--- src/rtl/sum_array_run_ctrl_if.sv ---
// rtl/sum_array_run_ctrl_if.sv - command, load stream, kernel and memory port bundle for the run controller
interface sum_array_run_ctrl_if #(
  parameter int ADDR_W = 10,
  parameter int DATA_W = 32
);
  logic              cmd_start;
  logic [ADDR_W-1:0] cmd_n;
  logic              busy;
  logic              load_valid;
  logic [DATA_W-1:0] load_data;
  logic              load_ready;
  logic              done;
  logic [DATA_W-1:0] result;
  logic              k_start;
  logic              k_finish;
  logic [ADDR_W-1:0] k_n;
  logic [DATA_W-1:0] k_res;
  logic              k_read_en;
  logic [ADDR_W-1:0] k_read_addr;
  logic              k_write_en;
  logic [ADDR_W-1:0] k_write_addr;
  logic [DATA_W-1:0] k_write_val;
  logic              mem_read_en;
  logic [ADDR_W-1:0] mem_read_addr;
  logic              mem_write_en;
  logic [ADDR_W-1:0] mem_write_addr;
  logic [DATA_W-1:0] mem_write_val;

  // Host and kernel side: drives commands, load words and kernel activity.
  modport master (
    output cmd_start, cmd_n, load_valid, load_data, k_finish, k_res,
           k_read_en, k_read_addr, k_write_en, k_write_addr, k_write_val,
    input  busy, load_ready, done, result, k_start, k_n,
           mem_read_en, mem_read_addr, mem_write_en, mem_write_addr, mem_write_val
  );

  // Controller side.
  modport slave (
    input  cmd_start, cmd_n, load_valid, load_data, k_finish, k_res,
           k_read_en, k_read_addr, k_write_en, k_write_addr, k_write_val,
    output busy, load_ready, done, result, k_start, k_n,
           mem_read_en, mem_read_addr, mem_write_en, mem_write_addr, mem_write_val
  );
endinterface

--- src/rtl/sum_array_run_ctrl.sv ---
// rtl/sum_array_run_ctrl.sv - loads n words into array memory, runs the sum kernel, captures its result
module sum_array_run_ctrl #(
  parameter int ADDR_W = 10,
  parameter int DATA_W = 32
) (
  input  logic                 clk,
  input  logic                 rst_n,
  sum_array_run_ctrl_if.slave  bus
);

  typedef enum logic [1:0] {
    IDLE   = 2'd0,
    LOAD   = 2'd1,
    KSTART = 2'd2,
    RUN    = 2'd3
  } state_t;

  state_t            state;
  state_t            state_nxt;
  logic [ADDR_W-1:0] n_q;
  logic [ADDR_W-1:0] cnt;
  logic [DATA_W-1:0] result_q;
  logic              done_q;

  logic accept;
  logic load_hs;
  logic finish_hs;

  assign accept    = (state == IDLE) && bus.cmd_start;
  assign load_hs   = (state == LOAD) && bus.load_valid;
  assign finish_hs = (state == RUN) && bus.k_finish;

  assign bus.k_n    = n_q;
  assign bus.result = result_q;
  assign bus.done   = done_q;

  // State register; reset aborts any load or run in progress.
  always_ff @(posedge clk or negedge rst_n) begin
    if (!rst_n) begin
      state <= IDLE;
    end else begin
      state <= state_nxt;
    end
  end

  // Next state plus status and memory-port ownership; only the current owner reaches mem_*.
  always_comb begin
    state_nxt          = state;
    bus.busy           = 1'b0;
    bus.load_ready     = 1'b0;
    bus.k_start        = 1'b0;
    bus.mem_read_en    = 1'b0;
    bus.mem_read_addr  = '0;
    bus.mem_write_en   = 1'b0;
    bus.mem_write_addr = '0;
    bus.mem_write_val  = '0;
    case (state)
      IDLE: begin
        if (bus.cmd_start) begin
          state_nxt = (bus.cmd_n != '0) ? LOAD : KSTART;
        end
      end
      LOAD: begin
        bus.busy       = 1'b1;
        bus.load_ready = 1'b1;
        if (bus.load_valid) begin
          bus.mem_write_en   = 1'b1;
          bus.mem_write_addr = cnt;
          bus.mem_write_val  = bus.load_data;
          if (cnt == n_q - ADDR_W'(1)) begin
            state_nxt = KSTART;
          end
        end
      end
      KSTART: begin
        bus.busy    = 1'b1;
        bus.k_start = 1'b1;
        state_nxt   = RUN;
      end
      RUN: begin
        bus.busy           = 1'b1;
        bus.mem_read_en    = bus.k_read_en;
        bus.mem_read_addr  = bus.k_read_addr;
        bus.mem_write_en   = bus.k_write_en;
        bus.mem_write_addr = bus.k_write_addr;
        bus.mem_write_val  = bus.k_write_val;
        if (bus.k_finish) begin
          state_nxt = IDLE;
        end
      end
      default: state_nxt = IDLE;
    endcase
  end

  // Command latch, load address counter, result capture and the done pulse.
  always_ff @(posedge clk or negedge rst_n) begin
    if (!rst_n) begin
      n_q      <= '0;
      cnt      <= '0;
      result_q <= '0;
      done_q   <= 1'b0;
    end else begin
      done_q <= finish_hs;
      if (accept) begin
        n_q <= bus.cmd_n;
        cnt <= '0;
      end else if (load_hs) begin
        cnt <= cnt + ADDR_W'(1);
      end
      if (finish_hs) begin
        result_q <= bus.k_res;
      end
    end
  end

endmodule

--- src/flat_wrapper.sv ---
// flat-port wrapper written by rule: the top's interface ports become plain ports
module sum_array_run_ctrl_flat 
#(
  parameter int ADDR_W = 10,
  parameter int DATA_W = 32
)
  (clk, rst_n, bus_cmd_start, bus_cmd_n, bus_load_valid, bus_load_data, bus_k_finish, bus_k_res, bus_k_read_en, bus_k_read_addr, bus_k_write_en, bus_k_write_addr, bus_k_write_val, bus_busy, bus_load_ready, bus_done, bus_result, bus_k_start, bus_k_n, bus_mem_read_en, bus_mem_read_addr, bus_mem_write_en, bus_mem_write_addr, bus_mem_write_val);
  sum_array_run_ctrl_if #(.ADDR_W(ADDR_W), .DATA_W(DATA_W)) bus_i ();
  input  logic clk;
  input  logic rst_n;
  input wire logic [$bits(bus_i.cmd_start)-1:0] bus_cmd_start;
  input wire logic [$bits(bus_i.cmd_n)-1:0] bus_cmd_n;
  input wire logic [$bits(bus_i.load_valid)-1:0] bus_load_valid;
  input wire logic [$bits(bus_i.load_data)-1:0] bus_load_data;
  input wire logic [$bits(bus_i.k_finish)-1:0] bus_k_finish;
  input wire logic [$bits(bus_i.k_res)-1:0] bus_k_res;
  input wire logic [$bits(bus_i.k_read_en)-1:0] bus_k_read_en;
  input wire logic [$bits(bus_i.k_read_addr)-1:0] bus_k_read_addr;
  input wire logic [$bits(bus_i.k_write_en)-1:0] bus_k_write_en;
  input wire logic [$bits(bus_i.k_write_addr)-1:0] bus_k_write_addr;
  input wire logic [$bits(bus_i.k_write_val)-1:0] bus_k_write_val;
  output wire logic [$bits(bus_i.busy)-1:0] bus_busy;
  output wire logic [$bits(bus_i.load_ready)-1:0] bus_load_ready;
  output wire logic [$bits(bus_i.done)-1:0] bus_done;
  output wire logic [$bits(bus_i.result)-1:0] bus_result;
  output wire logic [$bits(bus_i.k_start)-1:0] bus_k_start;
  output wire logic [$bits(bus_i.k_n)-1:0] bus_k_n;
  output wire logic [$bits(bus_i.mem_read_en)-1:0] bus_mem_read_en;
  output wire logic [$bits(bus_i.mem_read_addr)-1:0] bus_mem_read_addr;
  output wire logic [$bits(bus_i.mem_write_en)-1:0] bus_mem_write_en;
  output wire logic [$bits(bus_i.mem_write_addr)-1:0] bus_mem_write_addr;
  output wire logic [$bits(bus_i.mem_write_val)-1:0] bus_mem_write_val;
  assign bus_i.cmd_start = bus_cmd_start;
  assign bus_i.cmd_n = bus_cmd_n;
  assign bus_i.load_valid = bus_load_valid;
  assign bus_i.load_data = bus_load_data;
  assign bus_i.k_finish = bus_k_finish;
  assign bus_i.k_res = bus_k_res;
  assign bus_i.k_read_en = bus_k_read_en;
  assign bus_i.k_read_addr = bus_k_read_addr;
  assign bus_i.k_write_en = bus_k_write_en;
  assign bus_i.k_write_addr = bus_k_write_addr;
  assign bus_i.k_write_val = bus_k_write_val;
  assign bus_busy = bus_i.busy;
  assign bus_load_ready = bus_i.load_ready;
  assign bus_done = bus_i.done;
  assign bus_result = bus_i.result;
  assign bus_k_start = bus_i.k_start;
  assign bus_k_n = bus_i.k_n;
  assign bus_mem_read_en = bus_i.mem_read_en;
  assign bus_mem_read_addr = bus_i.mem_read_addr;
  assign bus_mem_write_en = bus_i.mem_write_en;
  assign bus_mem_write_addr = bus_i.mem_write_addr;
  assign bus_mem_write_val = bus_i.mem_write_val;
  sum_array_run_ctrl #(.ADDR_W(ADDR_W), .DATA_W(DATA_W)) u_core (.clk(clk), .rst_n(rst_n), .bus(bus_i));
endmodule
--- config.mk ---
export PLATFORM = sky130hd
export DESIGN_NAME = sum_array_run_ctrl_flat
export DESIGN_NICKNAME = d
export VERILOG_FILES = /design/src/rtl/sum_array_run_ctrl_if.sv /design/src/rtl/sum_array_run_ctrl.sv /design/src/flat_wrapper.sv
export SDC_FILE = /design/constraint.sdc
export NUM_CORES = 1
export LEC_CHECK = 0
export CAP_MARGIN = 20
export CORE_ASPECT_RATIO = 1.2
export CORE_UTILIZATION = 29
export DETAILED_ROUTE_END_ITERATION = 12
export GPL_TIMING_DRIVEN = 0
export PLACE_DENSITY = 0.73
export SYNTH_ARGS = -nofsm -noshare
export SYNTH_HDL_FRONTEND = slang
export SYNTH_SLANG_ARGS = --single-unit
--- constraint.sdc ---
create_clock -name clk -period 2.4 [get_ports clk]
set_input_delay 0.72 -clock clk [delete_from_list [all_inputs] [get_ports clk]]
set_output_delay 0.72 -clock clk [all_outputs]
set_load 0.05 [all_outputs]
==> flow_summary.ini, run 1 <==
[status]
run_status = finished with violations
violated_checks = negative setup slack

[sta]
final.setup.tns_ps = -1830
clock-skew-final_ps = 7.74
pins_over_their_slew_limit = 0
finalWorstSetupSlack_ps = -130
rsz0062_at_grt = yes
timing.slew.headroom = 0.589
final_period_minus_worst_setup_slack_ps = 2530
peak_clock_frequency_supported_by_timing_ghz = 0.395
fin_crit_sh = 1.05
slew_of_the_pin_with_the_lowest_slew_margin_ps = 617
worst_hold_slack_ps = 427
setup_violations = 38
final_hold_viol_count = 0

[cts]
maximum_level_of_the_cts_h_tree = 2
clock_latency_on_the_worst_skew_pair_ps = 290
clock-sinks = 55
cts_max_path_buffers = 2
clkTransAtPathRegs_ps = 80
total_cts_buffers = 5
clk_root_buffer_cell = sky130_fd_sc_hd__clkbuf_16
cts_tree = built

[logic_synthesis]
postSynth.asyncResetShare = 1.00
post_synth.cell_area_avg_sq_um = 10.5
yosys.area_share.xor_xnor = 0.0580
synth-edff-count = 0
yosys_reg_bits = 55
synth-adder-area-share = 0.0276
yosys_warnings = 0
synth.lib_cells_used.distinct = 43
largest_family_of_logic_cells_by_synthesized_area = compound AO/OA/AOI/OAI gates
synth_sequential_area_ratio = 0.434
basic_gate_share_of_the_synthesized_area_counting_and_or_nand_and_nor_cells = 0.164
synth.mux.area_fraction = 0.117
netlist_instances = 303
synthFlopType = sky130_fd_sc_hd__dfrtp_1
mappedNetlistArea_sq_um = 3170
synth-compound-area-share = 0.167
synth.net_count = 443

[floorplanning]
floorplan.rows = 41
start_util = 0.300
design.die.area_sq_um = 11400
chipHeight_um = 117
fp.dieW_um = 97.5
core_region_area_sq_um = 10600
pin_count = 233

[critical_path]
cp-end-kind = primary output
cp-start-kind = flop
cp.required_ps = 1680
critical_path_peak_fanout = 8
worst_ep_arrival_time_ps = 1810
timing_worst_setup_path_type = flop to primary output

[pwr]
power.static_leakage_nw = 3.06
p_per_area_nw_per_um2 = 1400
ir_worst_vdd_mv = 0.859

[hold_path]
hp-class = input pin to asynchronous set/reset pin

[grt]
total_routing_usage_gr = 0.224
grt_overflow_total = 0
grt_start_max_net_pins = 31
initial_antenna_violation_count = 1
grt_pass1_wl_um = 19700
first_global_vias = 3607

[final_layout]
mostFrequentLayoutCell = sky130_fd_sc_hd__clkdlybuf4s50_1
drive_above_1_share = 0.353
layout-area-overhead-vs-synth_pct = 117
finish.instance_area_sq_um = 6900
layout_common_cells = 170 x sky130_fd_sc_hd__clkdlybuf4s50_1, 48 x sky130_fd_sc_hd__dfrtp_1, 41 x sky130_fd_sc_hd__a22o_4
nFillCells = 811
nNetsFinal = 706

[routing]
drc_markers = 0
dr.first_iter.drc_count = 166
final_antenna_net_count = 0
drt_first_pass_iters = 5
avgViaCountPerCell = 5.07
drt-wirelength-per-cell_um = 19.0
detailroute.via_count = 3532
wirelength_um = 13200

[placement]
routability_driven_placement_congestion_ratio = 0.898
place.detailed.hpwl_um = 9940
place_area_sq_um = 5880
place_ws_ps = -1290
io_buffer_count = 232

[flow_run]
max_cap_viol_count = 0
logic make-up after synthesis:
family / count (synthesis)
and+or+nand+nor: 97
AOI/OAI and AO/OA: 62
DFF: 55
muxes: 33
buffers and inverters: 28
xor gates and xnor gates: 21
adders and majority gates: 7
registers in the layout (all words and copies together) (netlist names):
register	cells
u_core.cnt	10
u_core.state	2
u_core.bus.done	1
u_core.bus.result	32
u_core.bus.k_n	10
cell type report:
type / count / area (sq um) / share of cell area
inverters: 8 / 30.0 / 0.00435
plain buffers: 17 / 219 / 0.0318
diodes: 1 / 2.50 / 0.000363
clock inverters: 3 / 33.8 / 0.00490
multi-input cells: 220 / 2100 / 0.305
clock buffers: 5 / 125 / 0.0181
flip-flops and latches: 55 / 1390 / 0.201
repair buffers: 259 / 2840 / 0.412
well taps: 129 / 161 / 0.0234
final timing paths:
kind / cells after the start / start / slack, ps / end
max: 6 / u_core.state[0] / -130 / bus_mem_write_val[24]
min: 1 / rst_n / 430 / u_core.bus.result[3]
max reg2reg: 6 / u_core.bus.k_n[3] / -10 / u_core.state[1]
min reg2reg: 1 / u_core.bus.result[20] / 510 / u_core.bus.result[20]
max in group asynchronous: 2 / rst_n / 1370 / u_core.cnt[2]
min in group clk: 1 / u_core.bus.result[20] / 510 / u_core.bus.result[20]
cells in the mapped netlist, types with 2 or more instances:
library cell / instances / area share
sky130_fd_sc_hd__xor2_1: 9 / 0.025
sky130_fd_sc_hd__mux2_2: 32 / 0.11
sky130_fd_sc_hd__nand3_1: 8 / 0.013
sky130_fd_sc_hd__o21ai_0: 4 / 0.0063
sky130_fd_sc_hd__clkbuf_1: 15 / 0.018
sky130_fd_sc_hd__a22o_1: 44 / 0.12
sky130_fd_sc_hd__nand4b_1: 2 / 0.0055
sky130_fd_sc_hd__xnor2_1: 12 / 0.033
sky130_fd_sc_hd__and3_1: 2 / 0.0039
sky130_fd_sc_hd__inv_1: 8 / 0.0095
sky130_fd_sc_hd__and2_1: 12 / 0.024
sky130_fd_sc_hd__nor2_1: 17 / 0.020
sky130_fd_sc_hd__nor3_1: 5 / 0.0079
sky130_fd_sc_hd__nand4_1: 4 / 0.0079
sky130_fd_sc_hd__nor2b_1: 2 / 0.0039
sky130_fd_sc_hd__or4b_1: 3 / 0.0095
sky130_fd_sc_hd__o31ai_1: 2 / 0.0047
sky130_fd_sc_hd__dfrtp_1: 55 / 0.43
sky130_fd_sc_hd__ha_1: 7 / 0.028
sky130_fd_sc_hd__nand2_1: 29 / 0.034
sky130_fd_sc_hd__a31oi_1: 5 / 0.0099
sky130_fd_sc_hd__buf_1: 5 / 0.0059
stage by stage:
| step | utilization | power [mW] | instances |
|---|---|---|---|
| after floorplan | - | 5.75 | 303 |
| after global placement | 0.555 | 7.66 | 664 |
| after detailed placement | 0.556 | 7.77 | 665 |
| after CTS | 0.633 | 9.42 | 688 |
| after global routing | 0.652 | 10.1 | 697 |
| final | 0.652 | 9.66 | 697 |
per-layer routing:
| layer | part of all wire | vias to the layer above | GRT usage |
|---|---|---|---|
| met5 | 0 | - | 0 |
| met4 | 0.042 | 0 | 0.0931 |
| met3 | 0.092 | 29 | 0.0760 |
| met2 | 0.53 | 192 | 0.422 |
| met1 | 0.34 | 1686 | 0.227 |
| li1 | - | 1625 | - |
worst max-delay path, cell delays in order (launching register included):
cell	delay [ps]
sky130_fd_sc_hd__dfrtp_2	470
sky130_fd_sc_hd__ha_4	180
sky130_fd_sc_hd__and2_4	190
sky130_fd_sc_hd__buf_8	150
sky130_fd_sc_hd__clkbuf_16	150
sky130_fd_sc_hd__a22o_4	220
sky130_fd_sc_hd__buf_8	150
report_power, final:
part	total, mW	switching (mW)	internal (mW)	leakage, nW
clock network	0.765	0.361	0.404	0.0776
registers	1.66	0.321	1.33	0.673
logic	7.24	4.10	3.14	2.31
total	9.66	4.78	4.88	3.06
what timing repair did:
item,CTS,global route
resized for setup,467,54
pin swaps,36,9
setup endpoints to repair,59,62
hold buffers,0,0
setup buffers,14,8
gates cloned,4,0
Note: power is estimated with default switching activity, not from simulation.
==> run 2: changes to the inputs <==
--- a/config.mk
+++ b/config.mk
@@ -10,6 +10,7 @@
 export CORE_UTILIZATION = 29
 export DETAILED_ROUTE_END_ITERATION = 12
 export GPL_TIMING_DRIVEN = 0
+export HOLD_SLACK_MARGIN = 0.06
 export PLACE_DENSITY = 0.73
 export SYNTH_ARGS = -nofsm -noshare
 export SYNTH_HDL_FRONTEND = slang
==> results of run 2 <==
No change in the layout: final DEF, timing and power equal those of run 1.
==> run 3: changes to the inputs <==
--- a/config.mk
+++ b/config.mk
@@ -7,6 +7,7 @@
 export LEC_CHECK = 0
 export CAP_MARGIN = 20
 export CORE_ASPECT_RATIO = 1.2
+export CORE_MARGIN = 2
 export CORE_UTILIZATION = 29
 export DETAILED_ROUTE_END_ITERATION = 12
 export GPL_TIMING_DRIVEN = 0
==> flow_summary.ini, run 3 (synthesis results as in run 1) <==
[status]
run_status = finished with violations
violated_checks = negative setup slack

[sta]
slew_of_the_pin_with_the_lowest_slew_margin_ps = 548
clock-skew-final_ps = 6.91
pins_over_their_slew_limit = 0
peak_clock_frequency_supported_by_timing_ghz = 0.399
timing.slew.headroom = 0.634
finalWorstSetupSlack_ps = -105
worst_hold_slack_ps = 369
fin_crit_sh = 1.04
setup_violations = 44
rsz0062_at_grt = yes
final_hold_viol_count = 0
final_period_minus_worst_setup_slack_ps = 2510

[grt]
grt_pass1_wl_um = 20800
first_global_vias = 3713
grt_overflow_total = 0
initial_antenna_violation_count = 0
grt_start_max_net_pins = 38
total_routing_usage_gr = 0.228

[cts]
cts_tree = built
total_cts_buffers = 5
post_cts_hold_buffer_count = 0
clkTransAtPathRegs_ps = 70
clock_latency_on_the_worst_skew_pair_ps = 290
clock-sinks = 55
clk_root_buffer_cell = sky130_fd_sc_hd__clkbuf_16
maximum_level_of_the_cts_h_tree = 2
cts_max_path_buffers = 2

[placement]
place.detailed.hpwl_um = 10500
routability_driven_placement_congestion_ratio = 0.958
io_buffer_count = 232

[pwr]
p_per_area_nw_per_um2 = 1410
finalPower_mw = 9.91
power.static_leakage_nw = 3.14
ir_worst_vdd_mv = 0.976

[floorplanning]
core_region_area_sq_um = 10600
floorplan.rows = 41
pin_count = 233
start_util = 0.300
design.die.area_sq_um = 11800
chipHeight_um = 119
fp.dieW_um = 99.5

[critical_path]
r2r.worst_path.cells = 9
rr_startpoint = u_core.bus.k_n[0]
timing.critical_path.cells = buf_6 > ha_4 > buf_4 > clkbuf_16 > a22o_4 > buf_12
critical_path_peak_fanout = 9
worst_ep_arrival_time_ps = 1790
critical-path-max-stage-delay_ps = 450
cp_slowest_cell = sky130_fd_sc_hd__dfrtp_2
path_delay_family = buffers and inverters
worstSetupPathDepth = 6
critical_path.n_buffers_inverters = 4
cp.required_ps = 1680
regToRegSetupSlack_ps = -80
critPathCapture = bus_mem_write_val[12]
cp-end-kind = primary output
critical_path.startpoint = u_core.state[0]
worstReg2RegEnd = u_core.state[1]
cp-start-kind = flop
timing_worst_setup_path_type = flop to primary output

[flow_run]
max_cap_viol_count = 0

[final_layout]
layout_common_cells = 170 x sky130_fd_sc_hd__clkdlybuf4s50_1, 49 x sky130_fd_sc_hd__dfrtp_1, 42 x sky130_fd_sc_hd__a22o_4
antenna-diode-count = 0
drive_above_1_share = 0.365
largest_reg_flops = 32
nNetsFinal = 725
layout-area-overhead-vs-synth_pct = 121
mostFrequentLayoutCell = sky130_fd_sc_hd__clkdlybuf4s50_1

[routing]
dr.first_iter.drc_count = 205
drt-wirelength-per-cell_um = 20.4
drt_first_pass_iters = 4
detailroute.via_count = 3617
wirelength_um = 14600
avgViaCountPerCell = 5.06
drc_markers = 0
final_antenna_net_count = 0

[hold_path]
hp-class = input pin to asynchronous set/reset pin
==> run 3: cell count changes in the layout (fill, tap and decap cells not counted), moves of 2 or more <==
cell and change:
sky130_fd_sc_hd__buf_4 +6, sky130_fd_sc_hd__clkbuf_4 +5, sky130_fd_sc_hd__buf_12 +4, sky130_fd_sc_hd__buf_2 +4, sky130_fd_sc_hd__buf_1 +3, sky130_fd_sc_hd__buf_8 -3, sky130_fd_sc_hd__buf_6 +2, sky130_fd_sc_hd__inv_6 -2
==> run 3: cell type report <==
| cell class | instances | area, sq um |
|---|---|---|
| Timing Repair Buffer | 280 | 3050 |
| Clock inverter | 2 | 12.5 |
| Clock buffer | 6 | 129 |
| Multi-Input combinational cell | 220 | 2100 |
| Buffer | 15 | 146 |
| Inverter | 8 | 30.0 |
| Sequential cell | 55 | 1380 |
| Fill cell | 763 | 3550 |
| Tap cell | 129 | 161 |
==> run 3: routing by layer <==
metal	up-vias	GRT usage	share of wire
met1	1758	0.240	0.35
met5	-	0	0
met3	20	0.0840	0.10
li1	1664	-	-
met2	175	0.421	0.53
met4	0	0.0625	0.023
==> run 3: per-stage QoR <==
stage                     TNS, ps  cells  utilization  instance area (sq um)  setup WS, ps
after floorplan              -367    303            -                   3380          -125
after global placement    -123190    664        0.555                   5870         -1320
after detailed placement   -62560    665        0.556                   5880         -1310
after CTS                   -2860    693        0.637                   6740          -154
after global routing        -5450    715        0.664                   7020          -173
final                       -3670    715        0.664                   7020          -105
==> run 3: how the worst min path moves through the flow <==
stage	from	endpoint	depth (start not counted)
6_report	rst_n	u_core.bus.result[22]	1
3_3_place_gp	u_core.bus.result[31]	u_core.bus.result[31]	1
3_5_place_dp	u_core.bus.result[5]	u_core.bus.result[5]	1
4_1_cts	rst_n	u_core.bus.result[22]	1
2_1_floorplan	rst_n	u_core.bus.done	0
5_1_grt	rst_n	u_core.bus.result[22]	1
==> run 3: report_power, final <==
part | leakage [nW] | internal (mW) | switching [mW] | total [mW]
combinational | 2.40 | 3.33 | 4.24 | 7.57
sequential | 0.674 | 1.33 | 0.305 | 1.64
clock | 0.0669 | 0.386 | 0.321 | 0.707
total | 3.14 | 5.05 | 4.86 | 9.91
==> run 3: repair_timing <==
| item | CTS | global route |
|---|---|---|
| setup buffers | 18 | 24 |
| resized for setup | 473 | 42 |
| cloned | 4 | 3 |
| pin swaps | 35 | 9 |
| endpoints found under the setup margin | 60 | 50 |
